===== config.mk =====
export PLATFORM = sky130hd
export DESIGN_NAME = fetch_buffer
export DESIGN_NICKNAME = d
export VERILOG_FILES = /design/src/rtl/fetch_buffer.sv
export SDC_FILE = /design/constraint.sdc
export NUM_CORES = 1
export LEC_CHECK = 0
export ABC_AREA = 1
export ABC_CLOCK_PERIOD_IN_PS = 15570
export BUFFER_PORTS_ARGS = -buffer_cell sky130_fd_sc_hd__buf_4
export CAP_MARGIN = 20
export CELL_PAD_IN_SITES_DETAIL_PLACEMENT = 1
export CELL_PAD_IN_SITES_GLOBAL_PLACEMENT = 1
export CORE_MARGIN = 2
export CORE_UTILIZATION = 50
export CTS_CLUSTER_SIZE = 10
export DETAILED_ROUTE_END_ITERATION = 8
export PLACE_DENSITY_LB_ADDON = 0.15
export SLEW_MARGIN = 20
export SYNTH_ARGS = -nofsm -noshare
export SYNTH_HDL_FRONTEND = slang
export SYNTH_SLANG_ARGS = --single-unit

===== constraint.sdc =====
create_clock -name clk -period 15.57 [get_ports clk]
set_input_delay 2.3355 -clock clk [delete_from_list [all_inputs] [get_ports clk]]
set_output_delay 2.3355 -clock clk [all_outputs]
set_load 0.05 [all_outputs]

===== src/rtl/fetch_buffer.sv =====
// fetch_buffer: in-order {pc, pc+4, inst} prefetch queue between IF2 and decode, 1-cycle push-to-pop, single-cycle flush.
// if2_ready_o drops while full (no write-through); define FETCH_BUF_BYPASS_EN for a combinational empty-queue bypass.
module fetch_buffer #(
  parameter  int DEPTH = 4,
  localparam int PTR_W = $clog2(DEPTH)
) (
  input  logic             clk,
  input  logic             reset_n,
  input  logic             flush_i,
  input  logic             if2_valid_i,
  output logic             if2_ready_o,
  input  logic [31:0]      if2_pc_i,
  input  logic [31:0]      if2_pc_plus_4_i,
  input  logic [31:0]      if2_inst_i,
  output logic             id_valid_o,
  input  logic             id_ready_i,
  output logic [31:0]      id_pc_o,
  output logic [31:0]      id_pc_plus_4_o,
  output logic [31:0]      id_inst_o,
  output logic [PTR_W:0]   count_o
);

  localparam logic [31:0]    NOP      = 32'h0000_0013;
  localparam logic [PTR_W:0] FULL_CNT = (PTR_W+1)'(DEPTH);

  typedef struct packed {
    logic [31:0] pc;
    logic [31:0] pc_plus_4;
    logic [31:0] inst;
  } entry_t;

  entry_t           r_mem [DEPTH];
  logic [PTR_W-1:0] r_head;
  logic [PTR_W-1:0] r_tail;
  logic [PTR_W:0]   r_count;

  logic   w_full;
  logic   w_empty;
  logic   w_push;
  logic   w_pop;
  entry_t w_in;
  entry_t w_out;

  assign w_full      = (r_count == FULL_CNT);
  assign w_empty     = (r_count == '0);
  assign w_in        = {if2_pc_i, if2_pc_plus_4_i, if2_inst_i};
  assign if2_ready_o = ~w_full;
  assign w_pop       = ~w_empty & id_ready_i & ~flush_i;

`ifdef FETCH_BUF_BYPASS_EN
  logic w_byp;
  logic w_byp_take;

  assign w_byp      = w_empty & ~flush_i;
  // A bypassed entry that decode accepts is never written into storage.
  assign w_byp_take = w_byp & if2_valid_i & id_ready_i;
  assign w_push     = if2_valid_i & ~w_full & ~flush_i & ~w_byp_take;

  always_comb begin
    id_valid_o = ~w_empty;
    w_out      = r_mem[r_head];
    if (w_byp) begin
      id_valid_o = if2_valid_i;
      w_out      = w_in;
    end
  end
`else
  assign w_push     = if2_valid_i & ~w_full & ~flush_i;
  assign id_valid_o = ~w_empty;
  assign w_out      = r_mem[r_head];
`endif

  // Storage contents behind an invalid head are undefined, so mask them.
  assign id_pc_o        = id_valid_o ? w_out.pc        : 32'h0;
  assign id_pc_plus_4_o = id_valid_o ? w_out.pc_plus_4 : 32'h0;
  assign id_inst_o      = id_valid_o ? w_out.inst      : NOP;
  assign count_o        = r_count;

  always_ff @(posedge clk or negedge reset_n) begin
    if (!reset_n) begin
      r_head  <= '0;
      r_tail  <= '0;
      r_count <= '0;
    end else if (flush_i) begin
      r_head  <= '0;
      r_tail  <= '0;
      r_count <= '0;
    end else begin
      if (w_push) r_tail <= r_tail + 1'b1;
      if (w_pop)  r_head <= r_head + 1'b1;
      if (w_push && !w_pop)      r_count <= r_count + 1'b1;
      else if (!w_push && w_pop) r_count <= r_count - 1'b1;
    end
  end

  always_ff @(posedge clk) begin
    if (w_push) r_mem[r_tail] <= w_in;
  end

endmodule


==> results of run 1 <==
cells in the final DEF (no fill, tap or decap), types with 2 or more instances in the layout:
cell,count
nor2_4,5
inv_1,14
o21ai_0,187
buf_4,213
a21oi_1,97
dfrtp_1,5
inv_4,2
nand2_1,16
nand2_4,2
nand3_1,3
clkbuf_16,47
clkbuf_1,17
dfrtp_4,2
ha_1,4
o311ai_0,2
diode_2,2
o21ai_1,5
edfxtp_1,384
nor2_1,385
worst paths after layout:
check / from / cells after the start / endpoint / slack, ns
worst max-delay path: r_head[0] / 5 / id_inst_o[4] / 9.42
worst min-delay path: r_tail[1] / 2 / r_tail[1] / 0.65
worst max register to register: count_o[0] / 8 / r_mem[3][89] / 12.27
worst min register to register: r_tail[1] / 2 / r_tail[1] / 0.65
max in group asynchronous: reset_n / 1 / r_head[0] / 13.80
min in group asynchronous: reset_n / 1 / count_o[0] / 1.61
metrics by stage:
| stage | cell area [sq um] | setup WS, ns | util | cells |
|---|---|---|---|---|
| floorplan | 15300 | 8.29 | - | 1195 |
| global placement | 17100 | 9.77 | 0.561 | 1730 |
| detailed placement | 17100 | 9.69 | 0.561 | 1730 |
| CTS | 18300 | 9.11 | 0.603 | 1797 |
| global route | 18400 | 9.16 | 0.604 | 1800 |
| finish | 18400 | 9.42 | 0.604 | 1801 |
registers in the layout, summed over array words and instances, names as in the netlist:
| signal | count |
|---|---|
| count_o | 3 |
| r_tail | 2 |
| r_head | 2 |
| r_mem | 384 |
layer usage:
metal | vias up | routed length (um) | GRT usage
met5 | - | 0 | 0
met4 | 0 | 726 | 0.0696
met3 | 52 | 2060 | 0.0437
met2 | 263 | 19900 | 0.419
met1 | 5034 | 15700 | 0.299
li1 | 4601 | - | -
area by class of cell:
class	instances	area (sq um)
tap	396	495
multi-input combinational	712	3180
antenna	2	5.00
sequential	391	11700
clock inverter	3	42.5
timing repair buffer	215	1650
inverter	18	73.8
clock buffer	64	1240
fill	3026	12000
logic make-up after synthesis:
logic type,share of synthesized area
AO/OA/AOI/OAI,0.0965
XOR/XNOR,0.000571
adder cells (fa/ha/maj),0.00457
buffers and inverters,0.0320
flip-flops,0.763
AND/OR/NAND/NOR,0.103
where the power goes:
group | internal (mW) | total (mW) | switching [mW]
clock network | 0.561 | 0.939 | 0.377
registers | 1.23 | 1.27 | 0.0425
logic | 0.378 | 1.55 | 1.17
total | 2.17 | 3.76 | 1.59
critical path, stage by stage, from the launching register on:
cell and delay, ns:
dfrtp_4 0.72, inv_4 0.64, buf_4 0.90, nor2_1 0.08, o311ai_1 0.54, buf_4 0.31
==> results_dict.tcl, run 1 <==
set metrics [dict create \
    cts_hold_buf 0 \
    die_height_um 179 \
    syn-num-nets 1301 \
    crit_type "reg2out" \
    clk_pin_slew_worst_paths_ns 0.06 \
    nets 1489 \
    clockRootBuffer "clkbuf_16" \
    fin_crit_ns 6.15 \
    vias 9950 \
    clock_sinks 391 \
    chipWidth_um 179 \
    yosys-top-cells-count "nor2_1, edfxtp_1, o21ai_0" \
    wl_per_cell_um 21.3 \
    hold_viol 0 \
    drive_above_1_share 0.199 \
    firstDrtPassIters 5 \
    gp_congestion 0.771 \
    totalNegativeSetupSlack_ns 0 \
    clock.fmax_ghz 0.163 \
    cp_max_fo 112 \
    maxSlewViolCount 0 \
    synth_area_leader_cell "edfxtp_1" \
    portBuffers 201 \
    ys_warn_count 0 \
    grt_max_degree 113 \
    startpoint_type "flop" \
    die-area_sq_um 32100 \
    p_leak_nw 6.59 \
    overflow 0 \
    hold_slack_ns 0.648 \
    hold_class "reg2reg" \
    rsz0062_at_grt "no" \
    period_share 0.395 \
    dpl.hpwl_mm 21.6 \
    synth_area_per_cell_sq_um 12.8 \
    end_kind "primary output" \
    clockBufferDepth 3 \
    finalSetupViolations 0 \
    finalClockSkew_ns 0.0189 \
    grt_pass1_vias 10505 \
    ys_ff_latch 391 \
    numCtsBuffers 45 \
    yosys-top-cells-area "edfxtp_1, nor2_1, o21ai_0" \
    drtAntennaViolNets 0 \
    syn_to_final_growth_pct 19.9 \
    routed_wl_mm 38.3 \
    htreeDepth 2 \
    avgViaCountPerCell 5.52 \
    clk_latency_ns 0.54 \
    worstMarginPinSlew_ns 1.06 \
    synth-async-reset-ratio 0.0179 \
    drcViolationCount 0 \
    drt_iter0_drc 699 \
    core_sq_um 30400 \
    ys.flop_type "edfxtp_1" \
    drv_cap 0 \
    yosys.area.top_type_share 0.751 \
    cts_resized 0 \
    tritoncts "done" \
    synthDistinctLibCells 27 \
    slew_headroom 0.297 \
    netlist_area_sq_um 15300 \
    grt.total_usage 0.237 \
    grt_pass1_wl_mm 57.6 \
    start_util 0.504 \
    p_per_area_nw_per_um2 204 \
    antenna_found_initial 2 \
    placementRows 64 \
    post_cts_buffers 0 \
    power.total_mw 3.76 \
    syn_inst 1195 \
    worstPathArrival_ns 3.81 \
    irDropWorstVdd_mv 0.150 \
    critical_path_required_ns 13.23 \
    synth_most_common_cell "nor2_1" \
    status "complete, no violations" \
    synth-edff-count 384 \
    yosysSeqAreaShare 0.763 \
    io_pins 202 \
]
Power figures use the tool's default switching activity.
==> run 2: changes to the inputs <==
Settings changed: ABC_AREA 1 to 0, ABC_CLOCK_PERIOD_IN_PS 15570 to 5200, CORE_UTILIZATION 50 to 45.
Clock period 15.57 ns to 5.2 ns, I/O delays scaled along.
==> results_dict.tcl, run 2 <==
set metrics [dict create \
    setup_slack_ns 1.49 \
    post-route-util 0.559 \
    hold_viol 0 \
    grt_pass1_wl_mm 50.1 \
    grt_max_degree 68 \
    layout_common_cells "edfxtp_1, buf_4, mux4_2" \
    power_frac_clock 0.263 \
    power.total_mw 10.2 \
    placementRows 66 \
    regMostFlops "r_mem" \
    finalSetupViolations 0 \
    critical_path_depth 4 \
    synth_area_per_cell_sq_um 22.4 \
    die_height_um 187 \
    portBuffers 201 \
    ys_warn_count 0 \
    status "complete, no violations" \
    yosysSeqAreaShare 0.779 \
    crit_type "reg2out" \
    post_cts_buffers 0 \
    swShare 0.362 \
    cp_slowest_cell "dfrtp_4" \
    internal-power_mw 6.51 \
    ys.flop_type "edfxtp_1" \
    drtAntennaViolNets 0 \
    numCtsBuffers 45 \
    overflow 0 \
    firstDrtPassIters 4 \
    largest_register_ffs 384 \
    clk_pin_slew_worst_paths_ns 0.05 \
    pwr-share-seq 0.373 \
    slew_headroom 0.336 \
    postPlaceCellArea_sq_um 17000 \
    start_util 0.459 \
    hold_class "in2async" \
    vias 7256 \
    critPathMaxStageDelay_ns 0.96 \
    grt.total_usage 0.188 \
    netlist_area_sq_um 15000 \
    syn_to_final_growth_pct 21.6 \
    finalClockSkew_ns 0.0103 \
    totalNegativeSetupSlack_ns 0 \
    end_kind "primary output" \
    seqCellArea_sq_um 11700 \
    maxSlewViolCount 0 \
    routed_wl_mm 32.6 \
    p_sw_mw 3.69 \
    clockRootBuffer "clkbuf_16" \
    synthDistinctLibCells 33 \
    period_share 0.714 \
    clockBufferDepth 3 \
    synth-edff-count 384 \
    wl_per_cell_um 24.0 \
    clk_latency_ns 0.52 \
    dpl.hpwl_mm 19.6 \
    rsz0062_at_grt "no" \
    worstMarginPinSlew_ns 0.996 \
    drcViolationCount 0 \
    yosys-top-cells-count "edfxtp_1, and2_1, mux4_2" \
    die-area_sq_um 34900 \
    fillers 2896 \
    tritoncts "done" \
    synth_most_common_cell "edfxtp_1" \
    critical_path_required_ns 4.42 \
    crit_family "flip-flops" \
    critPathBufInv 2 \
    antenna_cells 0 \
    syn-num-nets 776 \
    final_common_cell "edfxtp_1" \
    cts_hold_buf 0 \
    p_leak_nw 6.16 \
    io_pins 202 \
    startpoint_type "flop" \
    clock_sinks 391 \
    worstRegToRegCells 4 \
    multiInputGateArea_sq_um 3110 \
    clock.fmax_ghz 0.270 \
    worstPathArrival_ns 2.93 \
    nets 1003 \
    cts_resized 0 \
    combPwrFrac 0.364 \
    fin_crit_ns 3.71 \
    irDropWorstVdd_mv 0.322 \
    yosys-top-cells-area "edfxtp_1, mux4_2, and2_1" \
    crit_chain "buf_12 -> mux4_2 -> and2_1 -> buf_4" \
    htreeDepth 2 \
    synth_area_leader_cell "edfxtp_1" \
    grt_pass1_vias 8429 \
    ys_ff_latch 391 \
    antenna_found_initial 1 \
    pre_cts_slack_ns 1.94 \
    fin_area_sq_um 18300 \
    syn_inst 670 \
    synth-async-reset-ratio 0.0179 \
    core_sq_um 32700 \
    drive_above_1_share 0.405 \
    drv_cap 0 \
    drt_iter0_drc 430 \
    yosys.area.top_type_share 0.767 \
    gp_congestion 0.760 \
    chipWidth_um 187 \
    p_per_area_nw_per_um2 558 \
    cp_max_fo 44 \
    avgViaCountPerCell 5.35 \
]
-- run 2: changes by cell type in the layout (fill, tap and decap cells not counted), sizes merged, moves of 11 or more --
cell / delta
and2: +97
nor2: -381
a21oi: -96
nand2: -18
mux4: +96
inv: -11
o21ai: -190
-- run 2: worst paths after layout --
path                                          start             to  slack [ns]
worst max-delay path                      r_head[0]  id_inst_o[29]        1.49
worst min register to register            r_tail[1]      r_tail[1]        0.61
min in group clk                if2_pc_plus_4_i[13]   r_mem[3][45]        0.46
worst min-delay path                        reset_n     count_o[1]        0.06
worst max register to register           count_o[2]   r_mem[1][30]        2.29
max in group asynchronous                   reset_n      r_head[0]        5.00
-- run 2: per-layer routing --
layer	share of wire	global-route usage
met2	0.51	0.319
met1	0.41	0.241
met4	0.021	0.0568
met3	0.060	0.0487
met5	0.00043	0
-- run 2: area by class of cell --
| class | count | area share |
|---|---|---|
| clock buffer | 63 | 0.0659 |
| tap | 442 | 0.0303 |
| clock inverter | 1 | 0.000274 |
| timing repair buffer | 216 | 0.0912 |
| inverter | 7 | 0.00144 |
| multi-input combinational | 236 | 0.170 |
| sequential | 391 | 0.641 |
-- run 2: power groups by stage --
| stage | clock network (mW) | registers (mW) | logic, mW |
|---|---|---|---|
| detailed placement | 0 | 3.88 | 3.76 |
| CTS | 2.75 | 3.81 | 3.77 |
| global placement | 0 | 3.86 | 3.71 |
| finish | 2.69 | 3.81 | 3.71 |
| floorplan | 0 | 3.77 | 2.72 |
| global route | 2.85 | 3.84 | 3.90 |
-- run 2: stage by stage --
stage	hold slack [ns]	std cells
final	0.0649	1356
after global routing	0.0487	1356
after detailed placement	0.599	1290
after CTS	0.0423	1354
after global placement	0.569	1290
after floorplan	0.484	670
-- run 2: kinds of logic (layout without fill, tap and decap cells) --
kind of cell,after synthesis,in the layout,share of synthesized area
adders and majority gates,5,5,0.00466
muxes,100,100,0.147
DFF,391,391,0.779
AOI/OAI and AO/OA,11,11,0.00541
xor gates and xnor gates,2,2,0.00117
and+or+nand+nor,118,118,0.0481
buffers and inverters,43,287,0.0147
==> run 3: changes to the inputs <==
Settings changed: ABC_CLOCK_PERIOD_IN_PS 5200 to 3060.
Clock period 5.2 ns to 3.06 ns, I/O delays scaled along.
==> results_dict.tcl, run 3 (synthesis results as in run 2) <==
set metrics [dict create \
    status "complete, no violations" \
    hold_start "if2_inst_i[18]" \
    cp_common_cell "buf_4" \
    internal-power_mw 11.2 \
    postPlaceCellArea_sq_um 17200 \
    placementRows 66 \
    routed_wl_mm 31.3 \
    post-route-util 0.565 \
    rsz0062_at_grt "no" \
    wl_per_cell_um 22.9 \
    chipWidth_um 187 \
    r2r_setup_slack_ns 0.58 \
    combPwrFrac 0.369 \
    worstRegToRegCells 6 \
    p_leak_nw 6.23 \
    regMostFlops "r_mem" \
    fillers 2899 \
    portBuffers 201 \
    core_sq_um 32700 \
    antenna_found_initial 2 \
    slew_headroom 0.653 \
    final_common_cell "edfxtp_1" \
    hold_class "in2reg" \
    drcViolationCount 0 \
    critPathBufInv 2 \
    syn_to_final_growth_pct 23.0 \
    clockRootBuffer "clkbuf_16" \
    grt_pass1_vias 8326 \
    reg2reg_to "count_o[2]" \
    clock_sinks 391 \
    hold_end "r_mem[1][18]" \
    irDropWorstVdd_mv 1.35 \
    multiInputGateArea_sq_um 3110 \
    htreeDepth 2 \
    critPathMaxStageDelay_ns 0.60 \
    worstPathArrival_ns 2.45 \
    die-area_sq_um 34900 \
    numCtsBuffers 45 \
    clk_latency_ns 0.52 \
    swShare 0.357 \
    maxSlewViolCount 0 \
    seqCellArea_sq_um 11700 \
    die_height_um 187 \
    clockBufferDepth 3 \
    drtAntennaViolNets 0 \
    start_util 0.459 \
    nets 1007 \
    post_cts_buffers 0 \
    cp_max_fo 16 \
    io_pins 202 \
    finalClockSkew_ns 0.00823 \
    overflow 0 \
    grt.total_usage 0.185 \
    hold_depth 1 \
    gp_congestion 0.708 \
    end_kind "primary output" \
    fin_area_sq_um 18500 \
    pwr-share-seq 0.365 \
    worstMarginPinSlew_ns 0.519 \
    crit_family "flip-flops" \
    vias 7224 \
    power_frac_clock 0.266 \
    startpoint_type "flop" \
    drv_cap 0 \
    p_sw_mw 6.23 \
    clock.fmax_ghz 0.344 \
    period_share 0.951 \
    reg2reg_from "count_o[2]" \
    largest_register_ffs 384 \
    firstDrtPassIters 4 \
    drt_iter0_drc 456 \
    totalNegativeSetupSlack_ns 0 \
    dpl.hpwl_mm 19.1 \
    crit_chain "buf_4 -> mux4_2 -> and2_1 -> buf_4" \
    fin_crit_ns 2.91 \
    tritoncts "done" \
    cp_slowest_cell "dfrtp_4" \
    layout_common_cells "edfxtp_1, buf_4, mux4_2" \
    finalSetupViolations 0 \
    avgViaCountPerCell 5.30 \
    grt_pass1_wl_mm 49.2 \
    crit_type "reg2out" \
    drive_above_1_share 0.408 \
    clk_pin_slew_worst_paths_ns 0.05 \
    grt_max_degree 95 \
    critical_path_required_ns 2.60 \
    p_per_area_nw_per_um2 944 \
    hold_viol 0 \
]
## run 3: how the worst max path moves through the flow
stage / slack [ns] / cells after the start / to / startpoint
6_report: 0.15 / 4 / id_inst_o[30] / r_head[0]
2_1_floorplan: 0.16 / 4 / r_mem[0][0] / count_o[0]
3_5_place_dp: 0.57 / 6 / count_o[2] / count_o[2]
4_1_cts: 0.08 / 4 / id_inst_o[30] / r_head[0]
3_3_place_gp: 0.64 / 4 / id_pc_plus_4_o[2] / r_head[0]
5_1_grt: 0.002 / 4 / id_pc_plus_4_o[2] / r_head[0]
## run 3: metal layers
layer | track usage | vias up | share of wire
li1 | - | 3178 | -
met1 | 0.235 | 3807 | 0.41
met2 | 0.321 | 190 | 0.52
met3 | 0.0410 | 47 | 0.049
met4 | 0.0501 | 2 | 0.020
met5 | 0 | - | 0.00042
## run 3: layout make-up
cell class / count / area share
sequential: 391 / 0.634
multi-input combinational: 236 / 0.168
timing repair buffer: 220 / 0.0983
clock buffer: 63 / 0.0669
tap: 442 / 0.0299
inverter: 7 / 0.00142
clock inverter: 2 / 0.000948
antenna: 2 / 0.000271
## run 3: through the flow
step                      setup slack, ns  hold WS [ns]  instances  power [mW]
after detailed placement            0.575         0.286       1295        13.0
after CTS                          0.0819         0.115       1361        17.7
after global routing              0.00208         0.116       1362        18.2
final                               0.150         0.134       1363        17.4
after global placement              0.642         0.282       1295        12.9
after floorplan                     0.161         0.163        670        11.0
## run 3: worst reg2reg max path, delay by kind of cell (launching register included)
| family | cells | cell delay [ns] |
|---|---|---|
| adder cells (fa/ha/maj) | 1 | 0.46 |
| AND/OR/NAND/NOR | 2 | 0.64 |
| AO/OA/AOI/OAI | 3 | 0.75 |
| flip-flops | 1 | 0.57 |
## run 3: power by group through the flow
| stage | clock network, mW | logic (mW) | registers [mW] |
|---|---|---|---|
| finish | 4.64 | 6.44 | 6.36 |
| global route | 4.97 | 6.81 | 6.39 |
| CTS | 4.78 | 6.58 | 6.36 |
| detailed placement | 0 | 6.56 | 6.47 |
| global placement | 0 | 6.49 | 6.44 |
| floorplan | 0 | 4.63 | 6.40 |
## run 3: repair_timing
item,CTS,global route
resized for setup,0,0
endpoints found under the hold margin,7,0
hold buffers,1,0
